$ cat config.mk
export PLATFORM = sky130hd
export DESIGN_NAME = lemonde_streit_nios2_oci_dct_packer
export DESIGN_NICKNAME = d
export VERILOG_FILES = /design/src/rtl/lemonde_streit_oci_trace_pkg.sv /design/src/rtl/lemonde_streit_oci_frame_reg.sv /design/src/rtl/lemonde_streit_nios2_oci_dct_packer.sv
export SDC_FILE = /design/constraint.sdc
export NUM_CORES = 1
export LEC_CHECK = 0
export ABC_AREA = 1
export CAP_MARGIN = 20
export CORE_MARGIN = 1.5
export CORE_UTILIZATION = 52
export DETAILED_ROUTE_END_ITERATION = 10
export PLACE_DENSITY = 0.81
export SLEW_MARGIN = 10
export SYNTH_ARGS = -nofsm -noshare
export SYNTH_HDL_FRONTEND = slang
export SYNTH_SLANG_ARGS = --single-unit
export TNS_END_PERCENT = 5
$ cat constraint.sdc
create_clock -name clk -period 3 [get_ports clk]
set_clock_uncertainty 0.05 [all_clocks]
set_input_delay 0.75 -clock clk [delete_from_list [all_inputs] [get_ports clk]]
set_output_delay 0.75 -clock clk [all_outputs]
set_load 0.1 [all_outputs]
$ cat src/rtl/lemonde_streit_oci_trace_pkg.sv
// Shared constants and state encoding for the Nios II OCI DCT trace packer.
package lemonde_streit_oci_trace_pkg;

    localparam int DCT_CODE_W = 2;
    localparam int DCT_DEPTH  = 15;
    localparam int DCT_BUF_W  = DCT_CODE_W * DCT_DEPTH;
    localparam int DCT_CNT_W  = $clog2(DCT_DEPTH + 1);
    localparam int DCT_FRM_W  = DCT_CNT_W + DCT_BUF_W;

    localparam logic [DCT_CODE_W-1:0] DCT_ILL = 2'b00;
    localparam logic [DCT_CODE_W-1:0] DCT_NT  = 2'b01;
    localparam logic [DCT_CODE_W-1:0] DCT_TK  = 2'b10;
    localparam logic [DCT_CODE_W-1:0] DCT_IND = 2'b11;

    typedef enum logic {
        S_FILL       = 1'b0,
        S_FLUSH_WAIT = 1'b1
    } pack_state_t;

endpackage

$ cat src/rtl/lemonde_streit_oci_frame_reg.sv
// One-entry valid/ready holding register; accepts a load whenever it is empty or draining.
module lemonde_streit_oci_frame_reg #(
    parameter int WIDTH = 34
) (
    input  logic             clk,
    input  logic             reset,
    input  logic             load,
    input  logic [WIDTH-1:0] load_data,
    input  logic             ready,
    output logic             valid,
    output logic [WIDTH-1:0] data,
    output logic             free
);

    assign free = !valid | ready;

    // A load in the same cycle as a drain keeps valid high (back-to-back frames).
    always_ff @(posedge clk) begin
        if (reset) begin
            valid <= 1'b0;
            data  <= '0;
        end else if (load) begin
            valid <= 1'b1;
            data  <= load_data;
        end else if (ready) begin
            valid <= 1'b0;
        end
    end

endmodule

$ cat src/rtl/lemonde_streit_nios2_oci_dct_packer.sv
// Packs 2-bit DCT trace codes into 15-code frames and hands them to a valid/ready output register.
module lemonde_streit_nios2_oci_dct_packer
    import lemonde_streit_oci_trace_pkg::*;
#(
    parameter int CODE_W = DCT_CODE_W,
    parameter int DEPTH  = DCT_DEPTH
) (
    input  logic                                  clk,
    input  logic                                  reset,
    input  logic                                  in_valid,
    input  logic [CODE_W-1:0]                     in_code,
    output logic                                  in_ready,
    input  logic                                  flush,
    output logic [CODE_W*DEPTH-1:0]               dct_buffer,
    output logic [$clog2(DEPTH+1)-1:0]            dct_count,
    output logic                                  frm_valid,
    output logic [$clog2(DEPTH+1)+CODE_W*DEPTH-1:0] frm_data,
    input  logic                                  frm_ready,
    output logic                                  code_err
);

    localparam int BUF_W = CODE_W * DEPTH;
    localparam int CNT_W = $clog2(DEPTH + 1);
    localparam logic [CNT_W-1:0] FULL_CNT = CNT_W'(DEPTH);
    localparam logic [CNT_W-1:0] LAST_CNT = CNT_W'(DEPTH - 1);

    pack_state_t            state, state_next;
    logic [BUF_W-1:0]       buffer, buffer_next, buffer_upd;
    logic [CNT_W-1:0]       count, count_next, count_upd;
    logic                   out_free, accept, acc_legal, emit;
    logic [CNT_W+BUF_W-1:0] frame_in;

    assign in_ready  = (state == S_FILL) & !((count == LAST_CNT) & !out_free);
    assign accept    = in_valid & in_ready;
    assign acc_legal = accept & (in_code != DCT_ILL);

    assign buffer_upd = acc_legal ? {buffer[BUF_W-CODE_W-1:0], in_code} : buffer;
    assign count_upd  = acc_legal ? count + 1'b1 : count;
    assign frame_in   = {count_upd, buffer_upd};

    always_ff @(posedge clk) begin
        if (reset) begin
            state    <= S_FILL;
            buffer   <= '0;
            count    <= '0;
            code_err <= 1'b0;
        end else begin
            state  <= state_next;
            buffer <= buffer_next;
            count  <= count_next;
            if (accept && in_code == DCT_ILL) begin
                code_err <= 1'b1;
            end
        end
    end

    // A full frame takes priority over a coincident flush so only one frame leaves.
    // in_ready already guarantees the output register is free when the 15th code lands.
    always_comb begin
        state_next  = state;
        buffer_next = buffer_upd;
        count_next  = count_upd;
        emit        = 1'b0;
        case (state)
            S_FILL: begin
                if (count_upd == FULL_CNT) begin
                    emit = 1'b1;
                end else if (flush && count_upd != '0) begin
                    if (out_free) begin
                        emit = 1'b1;
                    end else begin
                        state_next = S_FLUSH_WAIT;
                    end
                end
            end
            S_FLUSH_WAIT: begin
                if (out_free) begin
                    emit       = 1'b1;
                    state_next = S_FILL;
                end
            end
            default: begin
                state_next = S_FILL;
            end
        endcase
        if (emit) begin
            buffer_next = '0;
            count_next  = '0;
        end
    end

    lemonde_streit_oci_frame_reg #(
        .WIDTH(CNT_W + BUF_W)
    ) u_frame_reg (
        .clk       (clk),
        .reset     (reset),
        .load      (emit),
        .load_data (frame_in),
        .ready     (frm_ready),
        .valid     (frm_valid),
        .data      (frm_data),
        .free      (out_free)
    );

    assign dct_buffer = buffer;
    assign dct_count  = count;

endmodule

* After elaboration in Yosys (flattened, before gate mapping)
Index checks and enable logic that the tools add are counted.
** Cells by class
- Bitwise logic cells :: 6
- Mux-type cells :: 12
- Divide/modulo/power cells :: 0
- Eq/ne operators :: 2
- Reduce and logical (&&, ||, !) cells :: 10
- Add/sub/neg operators :: 1
- Shifts and indexed selects :: 0
- Multipliers :: 0
- $lt $le $gt $ge :: 0
** Operators with widths (count)
- $mux 30 :: 1
- $eq 4x4->1 const B :: 2
- $mux 1 :: 8
- $add 4x1->4 const B :: 1
- $and 1x1->1 :: 4
- $mux 4 :: 1
- $pmux 1 s2 :: 2
- $reduce_bool 2->1 :: 2
- $reduce_bool 4->1 :: 1
- $logic_not 1->1 :: 3
- $logic_and 1x1->1 :: 2
- $logic_not 2->1 :: 1
- $reduce_or 2->1 :: 1
- $not 1->1 :: 1
- $or 1x1->1 :: 1
** Storage, ports and cells
- Latch bits :: 0
- Input port bits :: 7
- Bits in writable memories :: 0
- Memories kept :: 0
- Flip-flop bits (word level) :: 71
- Logic and storage cells :: 37
- Output and inout port bits :: 71
- Bits in read-only memories :: 0

* Logic depth before layout (Yosys ltp)
- Depth after elaboration :: 15
- Mapped depth :: 17
- Gate-level depth less buffers :: 16

* Hierarchy
A second synthesis with hierarchy kept.
** Second synthesis, totals
- Cell total of the unflattened synthesis :: 383
- Area, all modules :: 2932.8 µm²
** By module, submodules not included
- lemonde_streit_nios2_oci_dct_packer :: cells an instance 232, area each 1711.6 µm², sequential area each 720.7 µm², times used 1
- lemonde_streit_oci_frame_reg :: cells an instance 151, area each 1221.2 µm², sequential area each 700.7 µm², times used 1

* Worst setup path after synthesis
Ideal clock, no wire load.
- Path type :: reg-to-reg
- Start point :: reg count[0], in the netlist dct_count[0]
- End point :: reg u_frame_reg.data[10]
- Data required time :: 2.831 ns
- Arrival :: 3.486 ns
- Setup slack :: -0.655 ns
- Clock period less this slack :: 3.655 ns
- Stages on the path, launching flop included :: 17
- Library setup time :: 0.119 ns
- Path buffers :: 2
- Cells stage by stage :: dfxtp_1 inv_1 ha_1 nand3_1 nor2_1 nor2_2 nand4_1 nand2_1 nand2_1 nor2_2 nor2_2 nand2_4 buf_8 buf_6 nand3_1 nand2_1 nor2_1
** Between the ends
- Longest elaborated chain between the ends :: 12
- Elaborated cells between the ends (all ways) :: 15
- Those cells by class :: 1 x add/sub; 2 x eq/ne; 5 x mux; 4 x bitwise; 3 x reduce/logical
** RTL lines
- start, declared :: line lemonde_streit_nios2_oci_dct_packer.sv:29 : logic [CNT_W-1:0] count, count_next, count_upd;
- start signal, assigned :: line lemonde_streit_nios2_oci_dct_packer.sv:50 : count <= count_next;
- $eq 4x4->1 * :: line lemonde_streit_nios2_oci_dct_packer.sv:33 : assign in_ready = (state == S_FILL) & !((count == LAST_CNT) & !out_free);
- $and 1x1->1 * :: line lemonde_streit_nios2_oci_dct_packer.sv:33
- $logic_not 1->1 * :: line lemonde_streit_nios2_oci_dct_packer.sv:33
- $and 1x1->1 * :: line lemonde_streit_nios2_oci_dct_packer.sv:33
- via in_ready :: line lemonde_streit_nios2_oci_dct_packer.sv:12 : output logic in_ready,
- $and 1x1->1 * :: line lemonde_streit_nios2_oci_dct_packer.sv:34 : assign accept = in_valid & in_ready;
- $and 1x1->1 * :: line lemonde_streit_nios2_oci_dct_packer.sv:35 : assign acc_legal = accept & (in_code != DCT_ILL);
- $mux 4 :: line lemonde_streit_nios2_oci_dct_packer.sv:38 : assign count_upd = acc_legal ? count + 1'b1 : count;
- $reduce_bool 4->1 :: line lemonde_streit_nios2_oci_dct_packer.sv:68 : end else if (flush && count_upd != '0) begin
- $logic_and 1x1->1 :: line lemonde_streit_nios2_oci_dct_packer.sv:68
- $mux 1 :: line lemonde_streit_nios2_oci_dct_packer.sv:68
- $mux 1 :: line lemonde_streit_nios2_oci_dct_packer.sv:66 : if (count_upd == FULL_CNT) begin
- $pmux 1 s2 :: line lemonde_streit_nios2_oci_dct_packer.sv:64 : case (state)
- end signal, assigned :: line lemonde_streit_oci_frame_reg.sv:24 : data <= load_data;
- end, declared :: line lemonde_streit_oci_frame_reg.sv:11 : output logic [WIDTH-1:0] data,
The timed path passes the listed nets; every way through them passes the cells marked *.
A chain may end at the register's enable or synchronous reset.

* Worst setup path after layout
- Start point :: in frm_ready
- End point :: out in_ready
** Between the ends
- Longest elaborated chain between the ends :: 5
** RTL lines
- start, declared :: line lemonde_streit_nios2_oci_dct_packer.sv:18 : input logic frm_ready,
- $or 1x1->1 :: line lemonde_streit_oci_frame_reg.sv:15 : assign free = !valid | ready;
- $logic_not 1->1 :: line lemonde_streit_nios2_oci_dct_packer.sv:33
- $and 1x1->1 :: line lemonde_streit_nios2_oci_dct_packer.sv:33
- $logic_not 1->1 :: line lemonde_streit_nios2_oci_dct_packer.sv:33
- $and 1x1->1 :: line lemonde_streit_nios2_oci_dct_packer.sv:33
- end, declared :: line lemonde_streit_nios2_oci_dct_packer.sv:12
Every way passes these cells.

==> results.md <==
- Ports: 78
- Clock transition at path regs: 70 ps
- Row count: 27
- Drt pass-1 iters: 4
- Core Area: 5510 µm²
- Maximum VDD drop: 356 µV
- Required time of the critical path: 2200 ps
- Crit path max fanout: 5
- CP startpoint kind: input pin
- Fmax: 377 MHz
- Die area: 6150 µm²
- Slew Limit Fails: 0
- Final Setup Violations: 0
- Initial DRC count: 120
- Critical path class: input pin to output pin
- # DRC: 0
- Slowest stage cell, crit path: clkdlybuf4s50_1
- Via density: 5.06
- Total CTS buffers: 9
- # diodes: 0
- Antenna violations before repair: 0
- Area of the multi-input gates: 1320 µm²
- Clock Sinks: 71
- Total gr overflow: 0
- Layout cell share with drive strength beyond 1: 0.275
- Primary FF master, synth: dfxtp_1
- Crit. End Element: output pin
- Setup TNS: 0 ps
- Fin crit period: 2660 ps
- Register area share after synthesis: 0.480
- CP Data Arrival Time: 1860 ps
- Crit-path leading delay family: buffers and inverters
- Post-synth top area cell: dfxtp_1
- Mapped Area: 2960 µm²
- Global-route wire length before repair: 10900 µm
- Routability cong.: 0.931
- Worst path bufs/invs: 4
- PwrDens: 655 nW/µm²
- Ys Warns: 0
- Outcome: completed
- Wire length per cell: 12.8 µm
- Post-Syn Instances: 358
- Slew margin rel.: 0.807
- Detail Route Antenna Nets: 0
- Die X: 78.4 µm
- Largest stage delay on the critical path: 470 ps
- I/O Buffers: 77
- Synth top area cells: dfxtp_1 (48%), nor2_1 (9.5%), mux2i_1 (9.5%)
- Total routed wirelength: 6520 µm
- Tot GR Track Use: 0.225
- Dpl hpwl: 4510 µm
- H-tree level count: 3
- Clock Path Buffers: 2
- Vias: 2578
- Filler cells: 455
- Non-filler instance count after layout: 509
- CP cell instances: clkdlybuf4s50_1 -> inv_2 -> nand2_2 -> nor2_1 -> nor2_4 -> buf_4 -> buf_12
- Root buffer cell: clkbuf_8
- Mapped Nets: 367
- Reg area: 1420 µm²
- Post-CTS resize count: 0
- Number of global-route vias before repair: 2332
- TritonCTS clock tree: done
- # Post-CTS Setup Buffers: 0
- FF+latch count, synth: 71
- Mean area per synthesized cell: 8.27 µm²
- Placed insts: 493
- Largest net degree at the start of global routing: 65
- Post-synth EDFFs: 0
- Worst Tran Pin Value: 290 ps
- Max cap viols: 0
- Async set or reset register ratio after synthesis: 0
- CTS Hold Bufs: 0
- Netlist cell types: 25
- Synth-to-layout area growth: 28.0%
- Period Utilization, post-route: 0.885
- Yosys top cell area share: 0.480
- Lkg Pwr: 1.82 nW
- Final hold violations: 0
- RSZ-0062 raised after global routing: no
- Clock latency on the worst-skew pair: 340 ps
- Die height: 78.4 µm
- Final #Nets: 441
- Hold WC Path Type: flip-flop to flip-flop
- Initial Util: 0.537
layout make-up:
type	instances	area share
clock inverters	4	0.00760
multi-input cells	249	0.349
well taps	72	0.0238
flip-flops and latches	71	0.375
clock buffers	12	0.0410
repair buffers	87	0.190
inverters	14	0.0139
registers in the layout, indices dropped and copies added (netlist names):
signal / cells
dct_count: 4
u_frame_reg.valid: 1
code_err: 1
dct_buffer: 30
state: 1
u_frame_reg.data: 34
worst paths after layout:
| path | start | end | slack, ps | cells past startpoint |
|---|---|---|---|---|
| max reg2reg | dct_count[1] | dct_buffer[22] | 670 | 15 |
| max | frm_ready | in_ready | 340 | 7 |
| min | code_err | code_err | 420 | 1 |
| min reg2reg | code_err | code_err | 420 | 1 |
per-layer routing:
metal,vias to the layer above,global-route usage,wire length (µm)
met1,1186,0.290,3030
met3,7,0.0581,284
met4,0,0.0768,58
met2,61,0.366,3140
met5,-,0,0
li1,1324,-,-
worst reg2reg max path, cell delays in order (launching register included):
cell,delay (ps)
dfxtp_1,430
ha_1,220
nand2_1,60
nor2_1,120
nand2_1,70
nand4_2,120
nand2_1,100
nand2_1,140
nand2_1,90
nor2_2,140
nor2_2,60
nand2_4,110
nand2_2,100
nand2_2,100
buf_4,250
nor2_1,70
synthesized netlist by cell type (all sizes together), types with 2 or more instances:
| library cell | count |
|---|---|
| ha | 2 |
| nand3 | 35 |
| inv | 14 |
| buf | 16 |
| nor2 | 78 |
| a21oi | 37 |
| clkbuf | 8 |
| dfxtp | 71 |
| nand2 | 59 |
| mux2i | 28 |
| nand4 | 6 |
where the power goes:
part | internal (mW) | switching, mW | leakage, nW
registers | 0.999 | 0.0365 | 0.578
logic | 0.176 | 0.572 | 1.15
clock network | 0.347 | 0.351 | 0.0890
metrics by stage:
step                setup slack (ps)  power [mW]  utilization  cell area [µm²]  hold WS (ps)
CTS                              348        2.49        0.688             3790           433
finish                           344        2.48        0.688             3790           423
global route                     257        2.58        0.688             3790           441
detailed placement               144        1.81        0.655             3600           417
floorplan                       62.4        1.68            -             2970           481
global placement                 244        1.80        0.655             3600           403
kinds of logic after synthesis:
kind of cell,share of synthesized area
muxes,0.0947
buffers and inverters,0.0757
xor gates and xnor gates,0.00296
DFF,0.480
adders and majority gates,0.00846
AOI/OAI and AO/OA,0.0782
and+or+nand+nor,0.260
cell usage in the layout (no fill, tap or decap), drive strengths merged:
| cell type | Yosys | layout |
|---|---|---|
| clkdlybuf4s50 | 0 | 6 |
| xor2 | 1 | 1 |
| ha | 2 | 2 |
| mux2i | 28 | 28 |
| a21oi | 37 | 37 |
| inv | 14 | 15 |
| nand4 | 6 | 6 |
| nand3b | 1 | 1 |
| nor2 | 78 | 78 |
| clkinvlp | 0 | 2 |
| dfxtp | 71 | 71 |
| nand3 | 35 | 35 |
| buf | 16 | 81 |
| o21a | 1 | 1 |
| clkinv | 0 | 1 |
| o21ai | 1 | 1 |
| nand2 | 59 | 59 |
| clkbuf | 8 | 12 |
(Power assumes the default switching activity.)
